**src/rtl/down_timer_pkg.sv**
```systemverilog
// Shared definitions for the down_timer block: FSM state encoding and
// mode select constants.
package down_timer_pkg;

  typedef enum logic [1:0] {
    ST_IDLE = 2'd0,
    ST_RUN  = 2'd1,
    ST_DONE = 2'd2
  } state_t;

  localparam logic MODE_ONESHOT = 1'b0;
  localparam logic MODE_RELOAD  = 1'b1;

endpackage

```
**src/rtl/down_timer_tick_prescaler.sv**
```systemverilog
// Divides clk into a one-cycle tick every PRESCALE enabled cycles.
// PRESCALE=1 degenerates to tick=en with no counter register.
module tick_prescaler #(
  parameter int unsigned PRESCALE = 1
) (
  input  logic clk,
  input  logic rst_n,
  input  logic en,
  input  logic clr,
  output logic tick
);

  generate
    if (PRESCALE <= 1) begin : g_direct
      logic unused_ok;
      assign unused_ok = &{1'b0, clk, rst_n, clr};
      assign tick      = en;
    end else begin : g_cnt
      localparam int unsigned CW = $clog2(PRESCALE);
      localparam logic [CW-1:0] LAST = CW'(PRESCALE - 1);

      logic [CW-1:0] cnt;

      assign tick = en & (cnt == LAST);

      always_ff @(posedge clk) begin
        if (!rst_n) begin
          cnt <= '0;
        end else if (clr) begin
          cnt <= '0;
        end else if (en) begin
          cnt <= tick ? '0 : cnt + 1'b1;
        end
      end
    end
  endgenerate

endmodule

```
**src/rtl/down_timer.sv**
```systemverilog
// Loadable down-counting timer with prescaler, one-shot / auto-reload
// modes and a registered terminal-count pulse.
module down_timer
  import down_timer_pkg::*;
#(
  parameter int unsigned WIDTH    = 4,
  parameter int unsigned PRESCALE = 1
) (
  input  logic             clk,
  input  logic             rst_n,
  input  logic             load,
  input  logic [WIDTH-1:0] load_val,
  input  logic             start,
  input  logic             stop,
  input  logic             mode,
  output logic [WIDTH-1:0] count,
  output logic             running,
  output logic             tc,
  output logic             done
);

  state_t           state, state_n;
  logic [WIDTH-1:0] reload, reload_n;
  logic [WIDTH-1:0] count_n;
  logic             tc_n;
  logic             tick;

  // Any control event restarts the prescale phase; a tick coincident with
  // load/stop/start is never acted on because those branches win below.
  tick_prescaler #(
    .PRESCALE(PRESCALE)
  ) u_pre (
    .clk  (clk),
    .rst_n(rst_n),
    .en   (state == ST_RUN),
    .clr  (load | stop | start),
    .tick (tick)
  );

  always_comb begin
    state_n  = state;
    count_n  = count;
    reload_n = reload;
    tc_n     = 1'b0;

    if (load) begin
      count_n  = load_val;
      reload_n = load_val;
      if (start) begin
        state_n = (load_val != '0) ? ST_RUN : ST_IDLE;
      end else begin
        unique case (state)
          ST_RUN:  state_n = (load_val != '0) ? ST_RUN : ST_IDLE;
          default: state_n = ST_IDLE;
        endcase
      end
    end else if (stop) begin
      if (state == ST_RUN) begin
        state_n = ST_IDLE;
      end
    end else if (start) begin
      if (state != ST_RUN && count != '0) begin
        state_n = ST_RUN;
      end
    end else if (state == ST_RUN && tick) begin
      if (count > WIDTH'(1)) begin
        count_n = count - 1'b1;
      end else if (count == WIDTH'(1)) begin
        tc_n = 1'b1;
        if (mode == MODE_RELOAD) begin
          count_n = reload;
        end else begin
          count_n = '0;
          state_n = ST_DONE;
        end
      end
    end
  end

  always_ff @(posedge clk) begin
    if (!rst_n) begin
      state  <= ST_IDLE;
      count  <= '0;
      reload <= '0;
      tc     <= 1'b0;
    end else begin
      state  <= state_n;
      count  <= count_n;
      reload <= reload_n;
      tc     <= tc_n;
    end
  end

  assign running = (state == ST_RUN);
  assign done    = (state == ST_DONE);

endmodule

```
**config.mk**
```make
export PLATFORM = sky130hd
export DESIGN_NAME = down_timer
export DESIGN_NICKNAME = d
export VERILOG_FILES = /design/src/rtl/down_timer_pkg.sv /design/src/rtl/down_timer_tick_prescaler.sv /design/src/rtl/down_timer.sv
export SDC_FILE = /design/constraint.sdc
export NUM_CORES = 1
export LEC_CHECK = 0
export CAP_MARGIN = 20
export CORE_MARGIN = 2
export CORE_UTILIZATION = 46
export CTS_CLUSTER_SIZE = 12
export DETAILED_ROUTE_END_ITERATION = 12
export PLACE_DENSITY_LB_ADDON = 0.12
export SLEW_MARGIN = 20
export SYNTH_ARGS = -nofsm -noshare
export SYNTH_HDL_FRONTEND = slang
export SYNTH_SLANG_ARGS = --single-unit
export TNS_END_PERCENT = 1
```
**constraint.sdc**
```tcl
create_clock -name clk -period 2.2 [get_ports clk]
set_clock_uncertainty 0.15 [all_clocks]
set_input_delay 0.22 -clock clk [delete_from_list [all_inputs] [get_ports clk]]
set_output_delay 0.22 -clock clk [all_outputs]
set_load 0.02 [all_outputs]
```
==> flow_summary.toml <==
[global_route]
grt_max_degree = 13
grt_antenna_before_repair = 0
grt_pass1_wl_mm = 2.663
grt_pass1_vias = 625
grt_overflow = 0
track_usage_pct = 19.27

[min_path]
hold_path.class = "reg2reg"

[route]
drt_wl_total_mm = 1.643
route.detailed.drc = 0
drtIter0Drc = 27
postRouteAntennaNets = 0
vias_per_cell = 6.050
vias = 720
dr.pass1.iters = 4
routedWlPerCell_um = 13.81

[power]
p_leak_nw = 0.3522
ir_drop_mv = 0.3133
p_per_area_nw_per_um2 = 535.8

[clocking]
tritoncts = "yes"
cts-resized-gates = 0
post_cts_buffers = 0
cts-buffers-inserted = 3
htreeDepth = 1
clk_pin_slew_ns = 0.07
cts.path.max_buffers = 2
cts_root_buf = "clkbuf_4"
cts_hold_buffers = 0
clock_latency_ns = 0.27
clock_sinks = 11

[timing]
post-route-period-util_pct = 91.83
maxSlewHeadroom_pct = 67.06
whs_ns = 0.3314
period_needed_ns = 2.020
tightest_slew_ns = 0.4872
final_hold_viol_count = 0
finalSetupViolations = 0
rsz0062_at_grt = "no"
drv_slew = 0
max_freq_mhz = 495.0
setup_tns_ns = 0

[floorplanning]
die_w_um = 42.50
initial_core_util_pct = 50.51
dieArea_um2 = 1806
num_rows = 13
pin_count = 17
coreArea_um2 = 1350
dieHeight_um = 42.50

[layout]
fin_util_pct = 66.91
layout_common_cells = "16 x clkdlybuf4s50_1, 11 x dfxtp_1, 10 x a21oi_1"
drive_gt1_share_pct = 10.58
final_common_cell = "clkdlybuf4s50_1"
num-nets-final = 118
syn_to_final_growth_pct = 32.48
n_antenna_cell = 0

[synthesis]
syn_inst = 83
synth_seq_cells = 11
yosysSeqAreaShare_pct = 32.29
synth_top_area_share_pct = 32.29
avgSynthCellArea_um2 = 8.216
synth_nets = 96
yosys.area.top_type = "dfxtp_1"
ys_warn_count = 0
synth.distinct_cells = 32
yosys-top-cells-area = "dfxtp_1 32%, a21oi_1 7.3%, ha_1 5.5%, mux2i_1 4.4%, nor2_1 3.9%"
synth_area_um2 = 681.9

[critical_path]
required_ns = 2.23
start_kind = "flop"
max_stage_delay_ns = 0.46
crit_fanout = 6
path_class = "reg2reg"
crit_chain = "inv_1 -> ha_1 -> nor4b_1 -> or2_4 -> nor3_1 -> o41ai_1"
path_buf_inv = 1
crit_family = "simple AND/OR/NAND/NOR gates"
slowest_stage = "nor4b_1"
worstSetupEndpointType = "flop"
worstPathArrival_ns = 2.05

[run_status]
status = "completed"

[flow_run]
maxCapViolCount = 0

[placed_design]
port_buffers = 16
place.gp.congestion = 0.8848
hpwl_mm = 1.276
cells in the mapped netlist:
master and n:
nor2_1 7, o311ai_0 1, a21o_1 1, a211o_1 1
nor2b_1 2, mux2_2 1, or2_2 1, a31oi_1 2
inv_1 4, o211ai_1 2, ha_1 3, mux2i_1 3
nand2_1 4, a22oi_1 1, nand3_1 2, a21oi_1 10
or2_4 1, and4_1 2, o41ai_1 2, nand3b_1 2
o211a_1 1, or4b_4 1, nor4_1 1, o21ai_0 2
or4_1 1, dfxtp_1 11, nor4b_1 1, or3_1 2
clkbuf_1 2, nor3_1 3, and2_1 2, nand2b_1 4
stage by stage:
stage                     instance area [µm²]  power, mW  setup slack, ns  std cells
after global routing                    903.4     0.5115          0.06368        119
after global placement                  875.8     0.3473          0.07290        115
final                                   903.4     0.4840           0.1798        119
after CTS                               903.4     0.4904           0.1700        119
after detailed placement                875.8     0.3491          0.01802        115
after floorplan                         681.9     0.2958           0.2421         83
worst register-to-register path: stages, from the launching register on:
cell     delay [ns]
dfxtp_1        0.37
inv_1          0.10
ha_1           0.26
nor4b_1        0.46
or2_4          0.24
nor3_1         0.06
o41ai_1        0.28
sequential cells by signal, summed over array words and instances (netlist names):
register and cells:
count 4, reload 4, state 2, tc 1
power by group:
group / internal, mW / leakage (nW) / switching (mW) / total (mW)
Sequential: 0.210 / 0.0904 / 0.0111 / 0.221
Combinational: 0.0619 / 0.244 / 0.0629 / 0.125
Clock: 0.0674 / 0.0177 / 0.0707 / 0.138
Total: 0.339 / 0.352 / 0.145 / 0.484
layer usage:
| metal | share of wire (%) | vias to the layer above | global-route usage [%] |
|---|---|---|---|
| met5 | 0 | - | 0 |
| met4 | 1.0 | 0 | 4.375 |
| li1 | - | 356 | - |
| met1 | 48 | 328 | 26.04 |
| met2 | 45 | 31 | 28.62 |
| met3 | 5.8 | 5 | 7.759 |
cell type report:
cell class / instances / area, µm²
fillers: 115 / 446.7
flip-flops and latches: 11 / 220.2
multi-input cells: 66 / 439.2
clock buffers: 3 / 22.52
clock inverters: 1 / 5.005
repair buffers: 19 / 182.7
well taps: 15 / 18.77
inverters: 4 / 15.01
cells by family (layout without fill, tap and decap cells):
kind of cell             Yosys count  in the layout  share of synthesized area (%)
AND/OR/NAND/NOR                   36             36                          31.19
AO/OA/AOI/OAI                     23             23                          21.65
flip-flops                        11             11                          32.29
buffers and inverters              6             27                          3.303
multiplexers                       4              4                          6.055
adder cells (fa/ha/maj)            3              3                          5.505
worst paths after layout:
path	start	depth (start not counted)	endpoint	slack [ns]
worst min-delay path	reload[0]$_SDFFE_PN0P_	2	reload[0]$_SDFFE_PN0P_	0.33
worst max register to register	count[1]$_SDFFE_PN0P_	6	count[1]$_SDFFE_PN0P_	0.18
worst max-delay path	count[1]$_SDFFE_PN0P_	6	count[1]$_SDFFE_PN0P_	0.18
worst min register to register	reload[0]$_SDFFE_PN0P_	2	reload[0]$_SDFFE_PN0P_	0.33
Note: power is estimated with default switching activity, not from simulation.
